--- src/rtl/tile_sequencer_if.sv ---
// Tile sequencer bus: command handshake, operand load stream, buffer write
// ports, accumulator control and status. The master is the instruction
// decode side; the slave is the sequencer.
interface tile_sequencer_if #(
    parameter int ADDR_W     = 7,
    parameter int OUT_ADDR_W = 4,
    parameter int DATA_W     = 32
);
    // Command handshake
    logic                  cmd_valid;
    logic                  cmd_ready;
    logic [ADDR_W-1:0]     cmd_len;
    logic [OUT_ADDR_W-1:0] cmd_out_base;

    // Operand load stream
    logic                  ld_valid;
    logic                  ld_ready;
    logic [DATA_W-1:0]     ld_data;

    // Operand buffer ports
    logic [ADDR_W-1:0]     wt_buf_addr;
    logic [DATA_W-1:0]     wt_buf_data;
    logic [ADDR_W-1:0]     inp_buf_addr;
    logic [DATA_W-1:0]     inp_buf_data;
    logic [1:0]            state_signal;

    // Accumulator / output buffer control
    logic                  acc_store;
    logic [OUT_ADDR_W-1:0] acc_op_addr;
    logic                  acc_reset;

    // Control and status
    logic                  abort;
    logic                  busy;
    logic                  done;

    modport master (
        output cmd_valid, cmd_len, cmd_out_base, ld_valid, ld_data, abort,
        input  cmd_ready, ld_ready, wt_buf_addr, wt_buf_data, inp_buf_addr,
               inp_buf_data, state_signal, acc_store, acc_op_addr, acc_reset,
               busy, done
    );

    modport slave (
        input  cmd_valid, cmd_len, cmd_out_base, ld_valid, ld_data, abort,
        output cmd_ready, ld_ready, wt_buf_addr, wt_buf_data, inp_buf_addr,
               inp_buf_data, state_signal, acc_store, acc_op_addr, acc_reset,
               busy, done
    );
endinterface

--- src/rtl/tile_sequencer.sv ---
// Tile sequencer: takes one tile command, streams len weight words then len
// input words into the operand buffers, runs the compute window (len plus
// skew fill/drain), stores ARR_SIZE accumulator rows to consecutive output
// addresses, clears the accumulators and pulses done.
//
// Buffer address/data ports are registers: a value issued in one cycle is
// on the port the next cycle. This holds for load beats and for compute
// read addresses alike, so the last input write is still visible on the
// port in the first compute cycle and the compute read sequence trails the
// compute counter by one cycle.
module tile_sequencer #(
    parameter int ARR_SIZE   = 4,
    parameter int ADDR_W     = 7,
    parameter int OUT_ADDR_W = 4,
    parameter int DATA_W     = 32
) (
    input  logic        clk,
    input  logic        rst,
    tile_sequencer_if.slave bus
);

    // Wide enough for the longest compute window: (2^ADDR_W - 1) + 2*ARR_SIZE - 2
    localparam int CNT_W = $clog2((1 << ADDR_W) + 2 * ARR_SIZE);

    localparam logic [1:0] SS_LOAD    = 2'b00;
    localparam logic [1:0] SS_COMPUTE = 2'b01;
    localparam logic [1:0] SS_DRAIN   = 2'b10;

    typedef enum logic [2:0] {
        IDLE,
        LOAD_W,
        LOAD_I,
        COMPUTE,
        DRAIN,
        CLEAR,
        DONE
    } state_t;

    state_t                state;
    logic [CNT_W-1:0]      cnt;
    logic [ADDR_W-1:0]     len_q;
    logic [OUT_ADDR_W-1:0] base_q;

    logic                  ld_beat;
    logic                  abort_now;
    logic                  load_last;
    logic                  compute_last;
    logic                  drain_last;
    logic [ADDR_W-1:0]     len_m1;
    logic [ADDR_W-1:0]     sat_addr;

    // Handshake readiness is decoded straight from state; abort blocks a beat
    assign bus.cmd_ready = (state == IDLE);
    assign bus.ld_ready  = ((state == LOAD_W) || (state == LOAD_I)) && !bus.abort;

    // Beat qualification, phase-end detection and saturated compute address
    always_comb begin
        ld_beat      = bus.ld_valid && bus.ld_ready;
        // CLEAR and DONE are already the wind-down path, so abort only
        // short-cuts the working phases
        abort_now    = bus.abort && (state inside {LOAD_W, LOAD_I, COMPUTE, DRAIN});
        len_m1       = len_q - ADDR_W'(1);
        load_last    = (cnt == CNT_W'(len_m1));
        compute_last = (cnt == CNT_W'(len_q) + CNT_W'(2 * ARR_SIZE - 3));
        drain_last   = (cnt == CNT_W'(ARR_SIZE - 1));
        sat_addr     = (cnt >= CNT_W'(len_m1)) ? len_m1 : cnt[ADDR_W-1:0];
    end

    // Tile FSM with registered outputs that change together with the state
    // NOTE: all sequential state uses non-blocking assignments so every
    // register in this block samples pre-edge values regardless of order.
    always_ff @(posedge clk or negedge rst) begin
        if (!rst) begin
            state            <= IDLE;
            cnt              <= '0;
            len_q            <= '0;
            base_q           <= '0;
            bus.wt_buf_addr  <= '0;
            bus.wt_buf_data  <= '0;
            bus.inp_buf_addr <= '0;
            bus.inp_buf_data <= '0;
            bus.state_signal <= SS_LOAD;
            bus.acc_store    <= 1'b0;
            bus.acc_op_addr  <= '0;
            bus.acc_reset    <= 1'b0;
            bus.busy         <= 1'b0;
            bus.done         <= 1'b0;
        end else begin
            bus.acc_reset <= 1'b0;
            bus.done      <= 1'b0;

            if (abort_now) begin
                state            <= CLEAR;
                cnt              <= '0;
                bus.acc_store    <= 1'b0;
                bus.acc_reset    <= 1'b1;
                bus.state_signal <= SS_DRAIN;
            end else begin
                unique case (state)
                    IDLE: begin
                        if (bus.cmd_valid) begin
                            len_q    <= bus.cmd_len;
                            base_q   <= bus.cmd_out_base;
                            cnt      <= '0;
                            bus.busy <= 1'b1;
                            if (bus.cmd_len == '0) begin
                                state            <= CLEAR;
                                bus.acc_reset    <= 1'b1;
                                bus.state_signal <= SS_DRAIN;
                            end else begin
                                state            <= LOAD_W;
                                bus.state_signal <= SS_LOAD;
                            end
                        end
                    end

                    LOAD_W: begin
                        if (ld_beat) begin
                            bus.wt_buf_addr <= cnt[ADDR_W-1:0];
                            bus.wt_buf_data <= bus.ld_data;
                            if (load_last) begin
                                state <= LOAD_I;
                                cnt   <= '0;
                            end else begin
                                cnt <= cnt + CNT_W'(1);
                            end
                        end
                    end

                    LOAD_I: begin
                        if (ld_beat) begin
                            bus.inp_buf_addr <= cnt[ADDR_W-1:0];
                            bus.inp_buf_data <= bus.ld_data;
                            if (load_last) begin
                                state            <= COMPUTE;
                                cnt              <= '0;
                                bus.state_signal <= SS_COMPUTE;
                            end else begin
                                cnt <= cnt + CNT_W'(1);
                            end
                        end
                    end

                    COMPUTE: begin
                        bus.wt_buf_addr  <= sat_addr;
                        bus.inp_buf_addr <= sat_addr;
                        if (compute_last) begin
                            state            <= DRAIN;
                            cnt              <= '0;
                            bus.state_signal <= SS_DRAIN;
                            bus.acc_store    <= 1'b1;
                            bus.acc_op_addr  <= base_q;
                        end else begin
                            cnt <= cnt + CNT_W'(1);
                        end
                    end

                    DRAIN: begin
                        if (drain_last) begin
                            state         <= CLEAR;
                            cnt           <= '0;
                            bus.acc_store <= 1'b0;
                            bus.acc_reset <= 1'b1;
                        end else begin
                            cnt             <= cnt + CNT_W'(1);
                            bus.acc_op_addr <= bus.acc_op_addr + OUT_ADDR_W'(1);
                        end
                    end

                    CLEAR: begin
                        state    <= DONE;
                        bus.done <= 1'b1;
                    end

                    DONE: begin
                        state            <= IDLE;
                        bus.busy         <= 1'b0;
                        bus.state_signal <= SS_LOAD;
                    end

                    default: begin
                        state <= IDLE;
                    end
                endcase
            end
        end
    end

endmodule
--- src/flat_wrapper.sv ---
// flat-port wrapper written by rule: the top's interface ports become plain ports
module tile_sequencer_flat 
#(
    parameter int ARR_SIZE   = 4,
    parameter int ADDR_W     = 7,
    parameter int OUT_ADDR_W = 4,
    parameter int DATA_W     = 32
)
  (clk, rst, bus_cmd_valid, bus_cmd_len, bus_cmd_out_base, bus_ld_valid, bus_ld_data, bus_abort, bus_cmd_ready, bus_ld_ready, bus_wt_buf_addr, bus_wt_buf_data, bus_inp_buf_addr, bus_inp_buf_data, bus_state_signal, bus_acc_store, bus_acc_op_addr, bus_acc_reset, bus_busy, bus_done);
  tile_sequencer_if #(.ADDR_W(ADDR_W), .OUT_ADDR_W(OUT_ADDR_W), .DATA_W(DATA_W)) bus_i ();
  input  logic clk;
  input  logic rst;
  input wire logic [$bits(bus_i.cmd_valid)-1:0] bus_cmd_valid;
  input wire logic [$bits(bus_i.cmd_len)-1:0] bus_cmd_len;
  input wire logic [$bits(bus_i.cmd_out_base)-1:0] bus_cmd_out_base;
  input wire logic [$bits(bus_i.ld_valid)-1:0] bus_ld_valid;
  input wire logic [$bits(bus_i.ld_data)-1:0] bus_ld_data;
  input wire logic [$bits(bus_i.abort)-1:0] bus_abort;
  output wire logic [$bits(bus_i.cmd_ready)-1:0] bus_cmd_ready;
  output wire logic [$bits(bus_i.ld_ready)-1:0] bus_ld_ready;
  output wire logic [$bits(bus_i.wt_buf_addr)-1:0] bus_wt_buf_addr;
  output wire logic [$bits(bus_i.wt_buf_data)-1:0] bus_wt_buf_data;
  output wire logic [$bits(bus_i.inp_buf_addr)-1:0] bus_inp_buf_addr;
  output wire logic [$bits(bus_i.inp_buf_data)-1:0] bus_inp_buf_data;
  output wire logic [$bits(bus_i.state_signal)-1:0] bus_state_signal;
  output wire logic [$bits(bus_i.acc_store)-1:0] bus_acc_store;
  output wire logic [$bits(bus_i.acc_op_addr)-1:0] bus_acc_op_addr;
  output wire logic [$bits(bus_i.acc_reset)-1:0] bus_acc_reset;
  output wire logic [$bits(bus_i.busy)-1:0] bus_busy;
  output wire logic [$bits(bus_i.done)-1:0] bus_done;
  assign bus_i.cmd_valid = bus_cmd_valid;
  assign bus_i.cmd_len = bus_cmd_len;
  assign bus_i.cmd_out_base = bus_cmd_out_base;
  assign bus_i.ld_valid = bus_ld_valid;
  assign bus_i.ld_data = bus_ld_data;
  assign bus_i.abort = bus_abort;
  assign bus_cmd_ready = bus_i.cmd_ready;
  assign bus_ld_ready = bus_i.ld_ready;
  assign bus_wt_buf_addr = bus_i.wt_buf_addr;
  assign bus_wt_buf_data = bus_i.wt_buf_data;
  assign bus_inp_buf_addr = bus_i.inp_buf_addr;
  assign bus_inp_buf_data = bus_i.inp_buf_data;
  assign bus_state_signal = bus_i.state_signal;
  assign bus_acc_store = bus_i.acc_store;
  assign bus_acc_op_addr = bus_i.acc_op_addr;
  assign bus_acc_reset = bus_i.acc_reset;
  assign bus_busy = bus_i.busy;
  assign bus_done = bus_i.done;
  tile_sequencer #(.ARR_SIZE(ARR_SIZE), .ADDR_W(ADDR_W), .OUT_ADDR_W(OUT_ADDR_W), .DATA_W(DATA_W)) u_core (.clk(clk), .rst(rst), .bus(bus_i));
endmodule
--- config.mk ---
export PLATFORM = sky130hd
export DESIGN_NAME = tile_sequencer_flat
export DESIGN_NICKNAME = d
export VERILOG_FILES = /design/src/rtl/tile_sequencer_if.sv /design/src/rtl/tile_sequencer.sv /design/src/flat_wrapper.sv
export SDC_FILE = /design/constraint.sdc
export NUM_CORES = 1
export LEC_CHECK = 0
export ABC_AREA = 1
export BUFFER_PORTS_ARGS = -buffer_cell sky130_fd_sc_hd__buf_2
export CORE_MARGIN = 3
export CORE_UTILIZATION = 40
export DETAILED_ROUTE_END_ITERATION = 7
export SLEW_MARGIN = 0
export SYNTH_ARGS = -nofsm -noshare
export SYNTH_HDL_FRONTEND = slang
export SYNTH_SLANG_ARGS = --single-unit
--- constraint.sdc ---
create_clock -name clk -period 5.55 [get_ports clk]
set_clock_uncertainty 0.05 [all_clocks]
set_input_delay 1.11 -clock clk [delete_from_list [all_inputs] [get_ports clk]]
set_output_delay 1.11 -clock clk [all_outputs]
set_load 0.01 [all_outputs]
Word level (Yosys, flattened, before mapping)
Cells that the tools add are included.
{"block": "classes", "mul": 0, "addsub": 4, "div": 0, "n_eq_ne": 22, "shifts": 0, "n_reduce_logical": 27, "n_lt_le_gt_ge": 1, "n_mux": 44, "bitwise": 1}
{"cell": "$mux 8", "n": 6}
{"cell": "$pmux 8 s4", "n": 1}
{"cell": "$pmux 7 s2", "n": 2}
{"cell": "$mux 3", "n": 9}
{"cell": "$reduce_and 3->1", "n": 8}
{"cell": "$ne 3x1->1 const B", "n": 7}
{"cell": "$pmux 3 s6", "n": 1}
{"cell": "$mux 7", "n": 2}
{"cell": "$mux 2", "n": 6}
{"cell": "$mux 1", "n": 10}
{"cell": "$reduce_bool 5->1", "n": 2}
{"cell": "$eq 3x3->1 const B", "n": 3}
{"cell": "$add 7x3->8 const B", "n": 1}
{"cell": "$add 8x1->8 const B", "n": 1}
{"cell": "$eq 8x2->1 const B", "n": 1}
{"cell": "$eq 8x7->1", "n": 1}
{"cell": "$eq 8x8->1", "n": 1}
{"cell": "$ge 8x7->1", "n": 1}
{"cell": "$mux 4", "n": 2}
{"cell": "$pmux 2 s4", "n": 1}
{"cell": "$pmux 4 s2", "n": 1}
{"cell": "$reduce_bool 2->1", "n": 4}
{"cell": "$logic_not 7->1", "n": 1}
{"cell": "$reduce_and 7->1", "n": 1}
{"cell": "other kinds (18)", "n": 26}
{"block": "totals", "romBits": 0, "mem_bits_rw": 0, "wordCells": 113, "out_inout_bits": 90, "in_bits": 48, "latchBits": 0, "register_bits": 110, "n_memories": 0}

Depth between registers and ports, before layout
{"block": "logic_depth", "depth_word": 7, "ltp_mapped": 16, "depth_no_buf": 16}

Worst setup path after synthesis
No wires, ideal clock.
{"block": "synth_timing", "path_type": "input to output", "startpoint": "input port bus_abort", "endpoint": "output port bus_ld_ready", "arrival_ns": 1.477, "stages": 3, "path_buffers": 0, "path_slack_ns": 2.913, "required_ns": 4.390, "cell_sequence": "inv_1 nand2_4 inv_2"}
{"block": "synth_between", "elab_chain_cells": 2}
{"element": "from (decl)", "line_no": "flat_wrapper.sv:18", "rtl": "input wire logic [$bits(bus_i.abort)-1:0] bus_abort;"}
{"element": "$logic_not 1->1", "line_no": "tile_sequencer.sv:54", "rtl": "assign bus.ld_ready = ((state == LOAD_W) || (state == LOAD_I)) && !bus.abort;"}
{"element": "$logic_and 1x1->1", "line_no": "tile_sequencer.sv:54"}
{"element": "to (decl)", "line_no": "flat_wrapper.sv:20", "rtl": "output wire logic [$bits(bus_i.ld_ready)-1:0] bus_ld_ready;"}
Every way passes these cells.

Final worst setup path
{"block": "layout_timing", "startpoint": "register u_core.len_q[0]", "endpoint": "register u_core.bus.inp_buf_addr[0]"}
{"block": "layout_between", "elab_chain_cells": 4}
{"element": "from (decl)", "line_no": "tile_sequencer.sv:41", "rtl": "logic [ADDR_W-1:0] len_q;"}
{"element": "from (signal assigned)", "line_no": "tile_sequencer.sv:102", "rtl": "len_q <= bus.cmd_len;"}
{"element": "$sub 7x1->7 (*)", "line_no": "tile_sequencer.sv:62", "rtl": "len_m1 = len_q - ADDR_W'(1);"}
{"element": "$ge 8x7->1", "line_no": "tile_sequencer.sv:66", "rtl": "sat_addr = (cnt >= CNT_W'(len_m1)) ? len_m1 : cnt[ADDR_W-1:0];"}
{"element": "$mux 7 (*)", "line_no": "tile_sequencer.sv:66"}
{"element": "$pmux 7 s2 (*)", "line_no": "tile_sequencer.sv:99", "rtl": "unique case (state)"}
{"element": "to (signal assigned)", "line_no": "tile_sequencer.sv:132", "rtl": "bus.inp_buf_addr <= cnt[ADDR_W-1:0];"}
{"element": "to (signal assigned)", "line_no": "tile_sequencer.sv:146", "rtl": "bus.inp_buf_addr <= sat_addr;"}
{"element": "to (decl)", "line_no": "tile_sequencer_if.sv:46", "rtl": "output cmd_ready, ld_ready, wt_buf_addr, wt_buf_data, inp_buf_addr,"}
Mark *: on every way between the ends. The rest lies on a longest branch, timed or not.
A chain may end at the register's enable or synchronous reset.

==> impl_metrics.tcl <==
set metrics [dict create \
    status "complete, no violations" \
    hold_violations 0 \
    cts-resized-gates 0 \
    yosysTopAreaCell "dfrtp_1" \
    ys.warnings.count 0 \
    async_flop_share_pct 100 \
    p_per_area_nw_per_um2 539 \
    yosysSeqAreaShare_pct 50.2 \
    hpwlAfterDp_um 10100 \
    grt_most_used_layer "met2" \
    htree_levels 3 \
    rsz0062_at_grt "false" \
    ios 138 \
    cts_tree "built" \
    ys_ff_latch 110 \
    antenna_found_initial 0 \
    grt_pass1_vias 4625 \
    hold_path.class "reg -> reg" \
    cts_root_buffer "clkbuf_16" \
    numClockSinks 110 \
    die_w_um 123 \
    grt_pass1_wl_um 22600 \
    synth.avg_cell_area_um2 8.19 \
    io_buffers 137 \
    grtUsageMet3_pct 5.49 \
    ctsHoldBuffers 0 \
    end_kind "flip-flop" \
    fin_nets 856 \
    syn_to_final_growth_pct 20.2 \
    fin_crit_ns 2.95 \
    yosysUniqueCellTypes 39 \
    drive_gt1_share_pct 24.4 \
    crit_type "reg -> reg" \
    synth.most_common_cell "nand2_1" \
    synthCells 669 \
    tightest_slew_ns 1.12 \
    fp.dieArea_um2 15100 \
    wl_per_cell_um 13.8 \
    crit_fanout 8 \
    dp.cells 962 \
    overflow 0 \
    die_y_um 123 \
    synth_edf_count 0 \
    cts.clk_slew.worst_paths_ns 0.08 \
    track_usage_pct 18.8 \
    drv_cap 0 \
    n_fill_cell 1322 \
    cp-start-kind "flip-flop" \
    first_pass_iters 4 \
    fp.coreArea_um2 13300 \
    wl_um 13500 \
    fmax_mhz 339 \
    cts_made_buffers 9 \
    synth_top_area_share_pct 50.2 \
    diodes 0 \
    synth_fp_nets 728 \
    grt_max_degree 68 \
    power.total_uw 3550 \
    setup_violations 0 \
    finalCritPeriodShare_pct 53.1 \
    worst_ep_arrival_time_ns 3.15 \
    via_per_inst 4.86 \
    cellLeakagePower_uw 0.00373 \
    clk_latency_ns 0.36 \
    route.detailed.drc 0 \
    synth_area_um2 5480 \
    relSlewSlack_pct 25.2 \
    synth_area_leaders "dfrtp_1, nand2_1, inv_1" \
    ant_nets 0 \
    grtUsageMet1_pct 24.3 \
    gp_congestion 0.852 \
    worstPathRequired_ns 5.75 \
    final_max_slew_viol_count 0 \
    finalNonFillerCells 978 \
    drt-initial-drc-count 263 \
    setup_tns_ns 0 \
    synth.top_cells.by_count "nand2_1, dfrtp_1, inv_1" \
    fp-row-count 42 \
    cts_buffer_depth 2 \
    cts_setup_buffers 0 \
    initial_utilization_pct 41.1 \
    peakVddDrop_v 0.000257 \
    grt_use_met2_pct 30.2 \
    synth_flop_cell "dfrtp_1" \
    num_vias 4751 \
]
per-layer routing:
metal	wire, um	vias to the layer above
met4	168	0
met1	5810	2236
met2	6540	119
li1	-	2385
met5	0	-
met3	1010	11
state kept, by name, indices dropped and copies added (netlist names), 2 cells and up:
signal and cells:
u_core.state 3, u_core.bus.inp_buf_addr 7, u_core.bus.state_signal 2, u_core.bus.wt_buf_data 32, u_core.bus.acc_op_addr 4, u_core.cnt 8
u_core.bus.wt_buf_addr 7, u_core.base_q 4, u_core.len_q 7, u_core.bus.inp_buf_data 32
cells by family after synthesis:
group | count (synthesis) | share of synthesized area [%]
AOI/OAI and AO/OA | 98 | 9.54
xor gates and xnor gates | 15 | 2.40
adders and majority gates | 11 | 2.51
buffers and inverters | 109 | 8.03
DFF | 110 | 50.2
muxes | 6 | 1.19
and+or+nand+nor | 320 | 26.1
per-stage QoR:
step | setup slack (ns) | hold slack (ns) | instance area, um^2 | utilization (%)
floorplan | 2.91 | 0.429 | 5480 | -
global placement | 2.66 | 0.413 | 6290 | 47.1
detailed placement | 2.62 | 0.418 | 6290 | 47.1
CTS | 2.59 | 0.440 | 6590 | 49.4
global route | 2.26 | 0.455 | 6590 | 49.4
finish | 2.60 | 0.435 | 6590 | 49.4
placed cells by master (no fill, tap or decap), types with 2 or more instances in the layout:
cell	Yosys	routed
nand4_1	4	4
ha_1	11	11
nand2_2	9	10
nor3_2	2	2
inv_2	8	8
inv_1	79	79
mux2_2	4	4
dfrtp_1	110	110
buf_2	4	136
nor2_1	29	29
a21oi_1	5	5
nand2_4	2	2
xnor2_1	6	6
nor3_1	6	6
buf_4	2	2
nand3_1	59	59
inv_6	0	2
o21ai_0	45	45
clkbuf_16	0	9
mux2i_1	2	2
o211ai_1	2	2
inv_8	0	2
nor2_2	5	5
nor2_4	2	2
o21ai_1	40	40
nand3_2	2	2
xor2_1	9	9
nand2_1	196	195
critical path: stages, from the launching register on:
cell	delay [ns]
dfrtp_1	0.43
inv_1	0.15
ha_1	0.20
nand3_1	0.13
nor3_1	0.19
xnor2_1	0.17
ha_1	0.28
nand4_1	0.09
inv_1	0.05
nand2_1	0.23
o2111ai_2	0.31
nand2_1	0.29
nand2_1	0.12
nand3_1	0.09
nand2_1	0.05
path summary, 6_finish.rpt:
check / startpoint / end / slack, ns / cells past startpoint
hold reg to reg: u_core.bus.wt_buf_addr[0]$_DFFE_PN0P_ / u_core.bus.wt_buf_addr[0]$_DFFE_PN0P_ / 0.43 / 2
setup / recovery: u_core.len_q[0]$_DFFE_PN0P_ / u_core.bus.inp_buf_addr[0]$_DFFE_PN0P_ / 2.60 / 14
setup reg to reg: u_core.len_q[0]$_DFFE_PN0P_ / u_core.bus.inp_buf_addr[0]$_DFFE_PN0P_ / 2.60 / 14
max in group asynchronous: rst / u_core.bus.wt_buf_data[3]$_DFFE_PN0P_ / 3.55 / 2
min in group asynchronous: rst / u_core.base_q[0]$_DFFE_PN0P_ / 0.81 / 1
hold / removal: u_core.bus.wt_buf_addr[0]$_DFFE_PN0P_ / u_core.bus.wt_buf_addr[0]$_DFFE_PN0P_ / 0.43 / 2
cell type report:
| class | count | area [um^2] | area share, % |
|---|---|---|---|
| Clock buffer | 9 | 225 | 3.42 |
| Timing Repair Buffer | 138 | 696 | 10.6 |
| Tap cell | 176 | 220 | 3.34 |
| Multi-Input combinational cell | 450 | 2290 | 34.8 |
| Sequential cell | 110 | 2750 | 41.8 |
| Inverter | 88 | 333 | 5.05 |
| Clock inverter | 7 | 72.6 | 1.10 |
report_power, final:
group / internal (uW) / switching, uW / leakage, uW
Sequential: 1120 / 231 / 0.00141
Combinational: 591 / 969 / 0.00217
Clock: 319 / 322 / 0.000143
Total: 2030 / 1520 / 0.00373
Note: power is estimated with default switching activity, not from simulation.
